File: src/rtl/sram_capture_ctrl_pkg.sv
// sram_capture_ctrl_pkg: state codes, trigger-source codes and default widths for the snapshot sequencer.
package sram_capture_ctrl_pkg;
  localparam int N_ADDR_DEF = 10;
  localparam int N_HOLD_DEF = 16;
  typedef enum logic [2:0] {
    S_IDLE  = 3'd0,
    S_ARMED = 3'd1,
    S_HOLD  = 3'd2,
    S_WRITE = 3'd3,
    S_DONE  = 3'd4
  } capture_state_t;
  localparam logic [1:0] SEL_EXT    = 2'd0;
  localparam logic [1:0] SEL_JTAG   = 2'd1;
  localparam logic [1:0] SEL_EITHER = 2'd2;
  localparam logic [1:0] SEL_AUTO   = 2'd3;
endpackage

File: src/rtl/sram_capture_ctrl_trig_edge_sync.sv
// trig_edge_sync: optional 2-flop synchronizer followed by a rising-edge detector.
module trig_edge_sync #(
  parameter bit SYNC = 1'b0
) (
  input  logic clk,
  input  logic rst,
  input  logic din,
  output logic rise
);
  logic lvl;
  logic prev;
  if (SYNC) begin : g_sync
    logic [1:0] sff;
    always_ff @(posedge clk or posedge rst)
      if (rst) sff <= '0;
      else sff <= {sff[0], din};
    assign lvl = sff[1];
  end else begin : g_direct
    assign lvl = din;
  end
  always_ff @(posedge clk or posedge rst)
    if (rst) prev <= 1'b0;
    else prev <= lvl;
  assign rise = lvl & ~prev;
endmodule

File: src/rtl/sram_capture_ctrl.sv
// sram_capture_ctrl: arm/trigger/holdoff sequencer emitting one contiguous SRAM write burst per capture.
// Define SRAM_CAPTURE_DECIM_EN to add the dec_ratio input for decimated writes.
module sram_capture_ctrl
  import sram_capture_ctrl_pkg::*;
#(
  parameter int N_ADDR = N_ADDR_DEF,
  parameter int N_HOLD = N_HOLD_DEF
) (
  input  logic              clk,
  input  logic              rst,
  input  logic              arm,
  input  logic              abort,
  input  logic              trig_ext,
  input  logic              trig_jtag,
  input  logic [1:0]        trig_sel,
  input  logic [N_HOLD-1:0] holdoff,
  input  logic [N_ADDR-1:0] wr_len,
`ifdef SRAM_CAPTURE_DECIM_EN
  input  logic [3:0]        dec_ratio,
`endif
  output logic              wr_en,
  output logic [N_ADDR-1:0] wr_addr,
  output logic [2:0]        state,
  output logic              done,
  output logic [7:0]        trig_count
);
  capture_state_t    cs;
  logic              ext_e, jtag_e, arm_e, arm_go, qual, accept;
  logic [1:0]        sel_q;
  logic [N_HOLD-1:0] hold_q, cnt;
  logic [N_ADDR-1:0] len_q;
  logic [3:0]        dec_in, dec_q, gap;
`ifdef SRAM_CAPTURE_DECIM_EN
  assign dec_in = dec_ratio;
`else
  assign dec_in = 4'd0;
`endif
  trig_edge_sync #(.SYNC(1'b1)) u_ext  (.clk(clk), .rst(rst), .din(trig_ext),  .rise(ext_e));
  trig_edge_sync #(.SYNC(1'b0)) u_jtag (.clk(clk), .rst(rst), .din(trig_jtag), .rise(jtag_e));
  trig_edge_sync #(.SYNC(1'b0)) u_arm  (.clk(clk), .rst(rst), .din(arm),       .rise(arm_e));
  assign state  = cs;
  assign arm_go = arm_e && (cs == S_IDLE || cs == S_DONE);
  assign qual   = cs == S_ARMED && (sel_q == SEL_EXT ? ext_e :
                                    sel_q == SEL_JTAG ? jtag_e :
                                    sel_q == SEL_EITHER && (ext_e || jtag_e));
  // in auto mode the arm edge itself is the accepted trigger
  assign accept = qual || (arm_go && trig_sel == SEL_AUTO);
  always_ff @(posedge clk or posedge rst)
    if (rst) begin
      cs         <= S_IDLE;
      wr_en      <= 1'b0;
      wr_addr    <= '0;
      done       <= 1'b0;
      trig_count <= '0;
      sel_q      <= '0;
      hold_q     <= '0;
      len_q      <= '0;
      dec_q      <= '0;
      cnt        <= '0;
      gap        <= '0;
    end else if (abort) begin
      cs      <= S_IDLE;
      wr_en   <= 1'b0;
      wr_addr <= '0;
      done    <= 1'b0;
    end else if (accept) begin
      trig_count <= trig_count + 8'(trig_count != 8'hff);
      hold_q     <= holdoff;
      len_q      <= wr_len;
      dec_q      <= dec_in;
      done       <= 1'b0;
      wr_addr    <= '0;
      cnt        <= N_HOLD'(1);
      cs         <= holdoff == '0 ? S_WRITE : S_HOLD;
      wr_en      <= holdoff == '0;
    end else if (arm_go) begin
      cs    <= S_ARMED;
      sel_q <= trig_sel;
      done  <= 1'b0;
    end else if (cs == S_HOLD) begin
      cnt <= cnt + N_HOLD'(1);
      if (cnt == hold_q) begin
        cs    <= S_WRITE;
        wr_en <= 1'b1;
      end
    end else if (cs == S_WRITE) begin
      // gap counts the idle cycles left before the next decimated write
      if (!wr_en) begin
        gap   <= gap - 4'd1;
        wr_en <= gap == 4'd1;
      end else if (wr_addr == len_q) begin
        cs    <= S_DONE;
        wr_en <= 1'b0;
        done  <= 1'b1;
      end else begin
        wr_addr <= wr_addr + N_ADDR'(1);
        gap     <= dec_q;
        wr_en   <= dec_q == 4'd0;
      end
    end
endmodule

File: config.mk
export PLATFORM = sky130hd
export DESIGN_NAME = sram_capture_ctrl
export DESIGN_NICKNAME = d
export VERILOG_FILES = /design/src/rtl/sram_capture_ctrl_pkg.sv /design/src/rtl/sram_capture_ctrl_trig_edge_sync.sv /design/src/rtl/sram_capture_ctrl.sv
export SDC_FILE = /design/constraint.sdc
export NUM_CORES = 1
export LEC_CHECK = 0
export ABC_AREA = 0
export BUFFER_PORTS_ARGS = -buffer_cell sky130_fd_sc_hd__buf_4
export CORE_MARGIN = 5
export CORE_UTILIZATION = 43
export CTS_CLUSTER_DIAMETER = 30
export CTS_CLUSTER_SIZE = 30
export DETAILED_ROUTE_END_ITERATION = 16
export GPL_TIMING_DRIVEN = 0
export SLEW_MARGIN = 20
export SYNTH_ARGS = -nofsm -noshare
export SYNTH_HDL_FRONTEND = slang
export SYNTH_SLANG_ARGS = --single-unit
File: constraint.sdc
create_clock -name clk -period 3.7 [get_ports clk]
set_clock_uncertainty 0.15 [all_clocks]
set_input_delay 0.74 -clock clk [delete_from_list [all_inputs] [get_ports clk]]
set_output_delay 0.74 -clock clk [all_outputs]
set_load 0.01 [all_outputs]
==> flow_summary.yaml, run 1 <==
pwr:
  p_leak_nw: 1.97
  power.density_mw_per_mm2: 548
  intPower_mw: 1.84
  switching_share: 0.297
  p_sw_mw: 0.779
  p_seq_frac: 0.465
  comb_power_share: 0.235
  p_total_mw: 2.62
  vdd_drop_max_mv: 0.336
  power.share.clock: 0.300
hold_path:
  hp-start: "u_ext.g_sync.sff[0]"
  min_path_type: "flip-flop to flip-flop"
die:
  fp.dieH_um: 106
  initial_core_util: 0.435
  rows: 35
  die_area_mm2: 0.0112
  core_region_area_mm2: 0.00911
  die_w_um: 106
  io_pins: 57
synthesis:
  ys_async_sr_fraction: 1.00
  yosysMostFrequentCell: "dfrtp_1"
  yosysWarnings: 0
  seq_area_frac_synth: 0.480
  syn_nets: 399
  synth_top_area_cell: "dfrtp_1"
  synth_top_area_frac: 0.480
  synth_common_cells: "dfrtp_1 (76), xnor2_1 (34), mux2_2 (33)"
  synth_ff_type: "dfrtp_1"
  ys_seq_elements: 76
  synth_cells: 359
  synthTopCellsByArea: "dfrtp_1 (48%), mux2_2 (9.4%), xnor2_1 (7.5%), o31ai_1 (2.5%), nand4_1 (2.4%)"
  synth_cell_type_count: 52
  syn-cell-area_mm2: 0.00396
  synth_area_per_cell_um2: 11.0
  synth_edf_count: 0
drt:
  met3_length_um: 480
  vias: 3114
  first_pass_iters: 4
  wl_per_cell_um: 17.0
  highest_layer: "met4"
  drc: 0
  dr_wl_met2_um: 4270
  viasPerCell: 5.75
  ant_nets: 0
  drtIter0Drc: 181
  totalWireLength_um: 9230
  drt-met1-wl_um: 4300
finish:
  fin_util: 0.525
  multi_input_area_mm2: 0.00192
  syn_to_final_growth_pct: 20.7
  seq_area_mm2: 0.00190
  layout-drive-gt1-share: 0.281
  layout.cells.non_filler: 542
  fillers: 848
  diodes: 0
  final_nets: 466
cts:
  cts_tree: "yes"
  clk_pin_slew_worst_paths_ns: 0.08
  clk_latency_ns: 0.35
  htree_levels: 3
  clockBufferDepth: 2
  cts_made_buffers: 9
  post_cts_buffers: 0
  postCtsHoldBufs: 0
  post_cts_resized: 0
  root_buffer: "clkbuf_8"
  numClockSinks: 76
run:
  maxCapViolations: 0
sta:
  worst_pin_slew_ns: 0.907
  slew_headroom: 0.391
  max_freq_mhz: 394
  timing.setup.tns_ns: 0
  finalSetupViolations: 0
  slew_viol_final: 0
  setup_ws_ns: 1.16
  rsz0062_at_grt: "no"
  fin_crit_ns: 2.54
  hold_viol: 0
  finalCritPeriodShare: 0.686
placed_design:
  place_inst: 526
  post-place-ws_ns: 0.897
  io_buffers: 55
  hpwl_um: 6890
  place.gp.congestion: 0.859
worst_setup_path:
  cp-end-kind: "flip-flop"
  reg2reg_from: "state[1]"
  crit_slowest_cell: "or4b_4"
  crit_family: "simple AND/OR/NAND/NOR gates"
  cp_data_arrival_time_ns: 2.63
  cp_num_buf_inv: 1
  crit_required_ns: 3.79
  critical_path.cell_chain: "or4b_4 > nor2_4 > a21oi_2 > buf_6 > nor4_1 > mux2_2"
  cpPeakStageDelay_ns: 0.62
  startpoint: "state[1]"
  crit_fanout: 10
  cp-start-kind: "flip-flop"
  critical_path_class: "flip-flop to flip-flop"
global_routing:
  grt_pass1_vias: 3042
  track_usage: 0.172
  grt_max_degree: 40
  grt_overflow: 0
  grt_pass1_wl_um: 15400
  antenna_found_initial: 0
outcome:
  status: "complete, no violations"
## placed cells by master, fill, tap and decap left out, drive strengths merged, types with 3 or more instances in the layout
master,n
or2,3
nand4,15
xnor2,34
nand3,11
or3,6
o211ai,3
inv,13
mux2i,3
nor3,7
nand2b,6
or4b,3
a211o,3
o21ai,10
a21oi,14
o41ai,6
nor2,18
ha,6
or4,9
nor4,10
o31ai,13
and3,4
nand2,15
dfrtp,76
bufinv,3
mux2,33
buf,63
clkbuf,16
## final timing paths
kind / end / slack, ns / depth (start not counted)
setup / recovery: cnt[15] / 1.16 / 6
hold / removal: u_ext.g_sync.sff[1] / 0.21 / 0
setup reg to reg: cnt[15] / 1.16 / 6
hold reg to reg: u_ext.g_sync.sff[1] / 0.21 / 0
max in group asynchronous: u_ext.prev / 2.54 / 3
min in group asynchronous: trig_count[2] / 0.28 / 2
## through the flow
stage	hold WS, ns	area, um^2
floorplan	0.181	3960
global placement	0.187	4510
detailed placement	0.192	4530
CTS	0.212	4780
global route	0.222	4780
finish	0.213	4780
## power groups by stage
stage          logic (mW)  clock network (mW)  registers [mW]
2_1_floorplan       0.461                   0            1.19
3_3_place_gp        0.603                   0            1.23
3_5_place_dp        0.620                   0            1.24
4_1_cts             0.623               0.804            1.22
5_1_grt             0.689               0.841            1.25
6_report            0.614               0.786            1.22
## area by class of cell
type	count	area share
clock buffers	9	0.0259
repair buffers	56	0.0906
multi-input cells	258	0.401
well taps	111	0.0291
inverters	11	0.00916
flip-flops and latches	76	0.398
clock inverters	7	0.0254
plain buffers	14	0.0207
## metal layers
layer / global-route usage / vias to the layer above
met3: 0.0510 / 15
li1: - / 1473
met5: 0 / -
met4: 0.0555 / 0
met2: 0.261 / 90
met1: 0.237 / 1536
## registers in the layout, summed over array words and instances (netlist names)
signal            flops
cnt                  16
done                  1
gap                   4
hold_q               16
len_q                10
sel_q                 2
state                 3
trig_count            8
u_arm.prev            1
u_ext.g_sync.sff      2
u_ext.prev            1
u_jtag.prev           1
wr_addr              10
wr_en                 1
## kinds of logic after synthesis
logic type,Yosys count,share of synthesized area
multiplexers,36,0.101
buffers and inverters,25,0.0354
flip-flops,76,0.480
XOR/XNOR,36,0.0796
adder cells (fa/ha/maj),6,0.0190
AND/OR/NAND/NOR,117,0.170
AO/OA/AOI/OAI,63,0.114
Power figures use the tool's default switching activity.
==> run 2, diff against run 1 <==
--- a/config.mk
+++ b/config.mk
@@ -13,6 +13,7 @@
 export CTS_CLUSTER_SIZE = 30
 export DETAILED_ROUTE_END_ITERATION = 16
 export GPL_TIMING_DRIVEN = 0
+export PLACE_DENSITY = 0.65
 export SLEW_MARGIN = 20
 export SYNTH_ARGS = -nofsm -noshare
 export SYNTH_HDL_FRONTEND = slang
==> constraint.sdc (replaced) <==
create_clock -name clk -period 2.25 [get_ports clk]
set_clock_uncertainty 0.15 [all_clocks]
set_input_delay 0.45 -clock clk [delete_from_list [all_inputs] [get_ports clk]]
set_output_delay 0.45 -clock clk [all_outputs]
set_load 0.01 [all_outputs]
==> run 2 against run 1 <==
Critical endpoint is now cnt[6]. Register-to-register slack got worse by 1.3 ns. Clock power increased by 32%. Cell area increased by 8.7%. Maximum frequency increased by 6.9%. Hold slack got worse by 0.21 ns. Critical path depth unchanged. Critical path type unchanged. The run now ends with setup timing left. Largest power group unchanged.
==> flow_summary.yaml, run 2 (synthesis results as in run 1) <==
drt:
  ant_nets: 0
  drc: 0
  wl_per_cell_um: 17.7
  totalWireLength_um: 9860
  vias: 3155
  drtIter0Drc: 142
  viasPerCell: 5.65
  first_pass_iters: 4
sta:
  hold_viol: 0
  max_freq_mhz: 421
  finalSetupViolations: 32
  worst_hold_slack_ns: 0.00188
  worst_pin_slew_ns: 0.909
  setup_ws_ns: -0.124
  timing.setup.tns_ns: -2.31
  slew_viol_final: 0
  slew_headroom: 0.389
  rsz0062_at_grt: "yes"
  finalCritPeriodShare: 1.06
  fin_crit_ns: 2.37
cts:
  postCtsHoldBufs: 0
  clk_latency_ns: 0.35
  cts_made_buffers: 9
  clockBufferDepth: 2
  numClockSinks: 76
  cts_tree: "yes"
  root_buffer: "clkbuf_8"
  htree_levels: 3
  clk_pin_slew_worst_paths_ns: 0.08
finish:
  layout-drive-gt1-share: 0.360
  final_nets: 484
  final_common_cell: "dfrtp_1"
  layout.cells.non_filler: 558
  diodes: 0
  reg_top3: "cnt (16), hold_q (16)"
  fillers: 803
  multi_input_area_mm2: 0.00217
  seq_area_mm2: 0.00190
  layout_common_cells: "dfrtp_1 (74), buf_4 (71), xnor2_1 (34)"
  syn_to_final_growth_pct: 31.2
global_routing:
  track_usage: 0.174
  grt_pass1_wl_um: 15700
  grt_max_degree: 34
  grt_pass1_vias: 3102
  grt_overflow: 0
  antenna_found_initial: 0
hold_path:
  min_path_type: "input pin to asynchronous set/reset pin"
placed_design:
  post-place-ws_ns: -0.221
  io_buffers: 55
  place.gp.congestion: 0.826
  place_inst: 527
  hpwl_um: 6910
worst_setup_path:
  crit_fanout: 5
  cpPeakStageDelay_ns: 0.60
  cp-end-kind: "flip-flop"
  cp_data_arrival_time_ns: 2.46
  critical_path_class: "flip-flop to flip-flop"
  critical_path.cell_chain: "or4b_4 > nor2_4 > a21oi_2 > buf_6 > nor4_2 > mux2_4"
  crit_slowest_cell: "or4b_4"
  crit_required_ns: 2.34
  cp-start-kind: "flip-flop"
die:
  die_area_mm2: 0.0112
  rows: 35
  fp.dieH_um: 106
  core_region_area_mm2: 0.00911
  die_w_um: 106
  io_pins: 57
  initial_core_util: 0.435
pwr:
  p_leak_nw: 2.18
  power.density_mw_per_mm2: 830
  vdd_drop_max_mv: 0.556
  p_total_mw: 4.31
outcome:
  violations: "setup timing"
  status: "finished, violations left"
run:
  maxCapViolations: 0
-- run 2: where the power goes --
| part | internal, mW | leakage [nW] | switching, mW |
|---|---|---|---|
| combinational | 0.726 | 1.11 | 0.508 |
| clock | 0.560 | 0.0983 | 0.483 |
| sequential | 1.70 | 0.974 | 0.336 |
| total | 2.98 | 2.18 | 1.33 |
-- run 2: critical path, delay by kind of cell (launching register included) --
| family | cells | cell delay, ns |
|---|---|---|
| AOI/OAI and AO/OA | 1 | 0.07 |
| buffers and inverters | 1 | 0.16 |
| DFF | 1 | 0.44 |
| muxes | 1 | 0.34 |
| and+or+nand+nor | 3 | 1.10 |
-- run 2: through the flow --
step	instance area [um^2]	util
after floorplan	3980	-
after global placement	4530	0.498
after detailed placement	4580	0.503
after CTS	4920	0.540
after global routing	5190	0.570
final	5190	0.570
-- run 2: layer usage --
layer,part of all wire,vias to the layer above,track usage
li1,-,1507,-
met1,0.46,1547,0.245
met2,0.47,88,0.267
met4,0.015,0,0.0490
met3,0.051,13,0.0461
met5,0,-,0
-- run 2: path summary, 6_finish.rpt --
check | startpoint | end | slack, ns | depth (start not counted)
max in group asynchronous | rst | state[1] | 1.40 | 3
worst max-delay path | state[1] | cnt[6] | -0.12 | 6
min in group clk | trig_ext | u_ext.g_sync.sff[0] | 0.05 | 1
worst min-delay path | rst | sel_q[1] | 0.002 | 2
worst min register to register | u_ext.g_sync.sff[0] | u_ext.g_sync.sff[1] | 0.20 | 0
worst max register to register | state[1] | cnt[6] | -0.12 | 6
-- run 2: area by class of cell --
class                   count  area share
well taps                 111      0.0267
clock buffers              12      0.0299
flip-flops and latches     76       0.367
multi-input cells         258       0.417
clock inverters             2     0.00674
plain buffers              13      0.0234
repair buffers             75       0.121
inverters                  11     0.00867
-- run 2: timing repair --
action / 4_1_cts / 5_1_grt
gates cloned: 0 / 2
gates resized for setup: 15 / 46
pin swaps: 3 / 13
endpoints found under the setup margin: 53 / 55
buffers inserted: 10 / 6
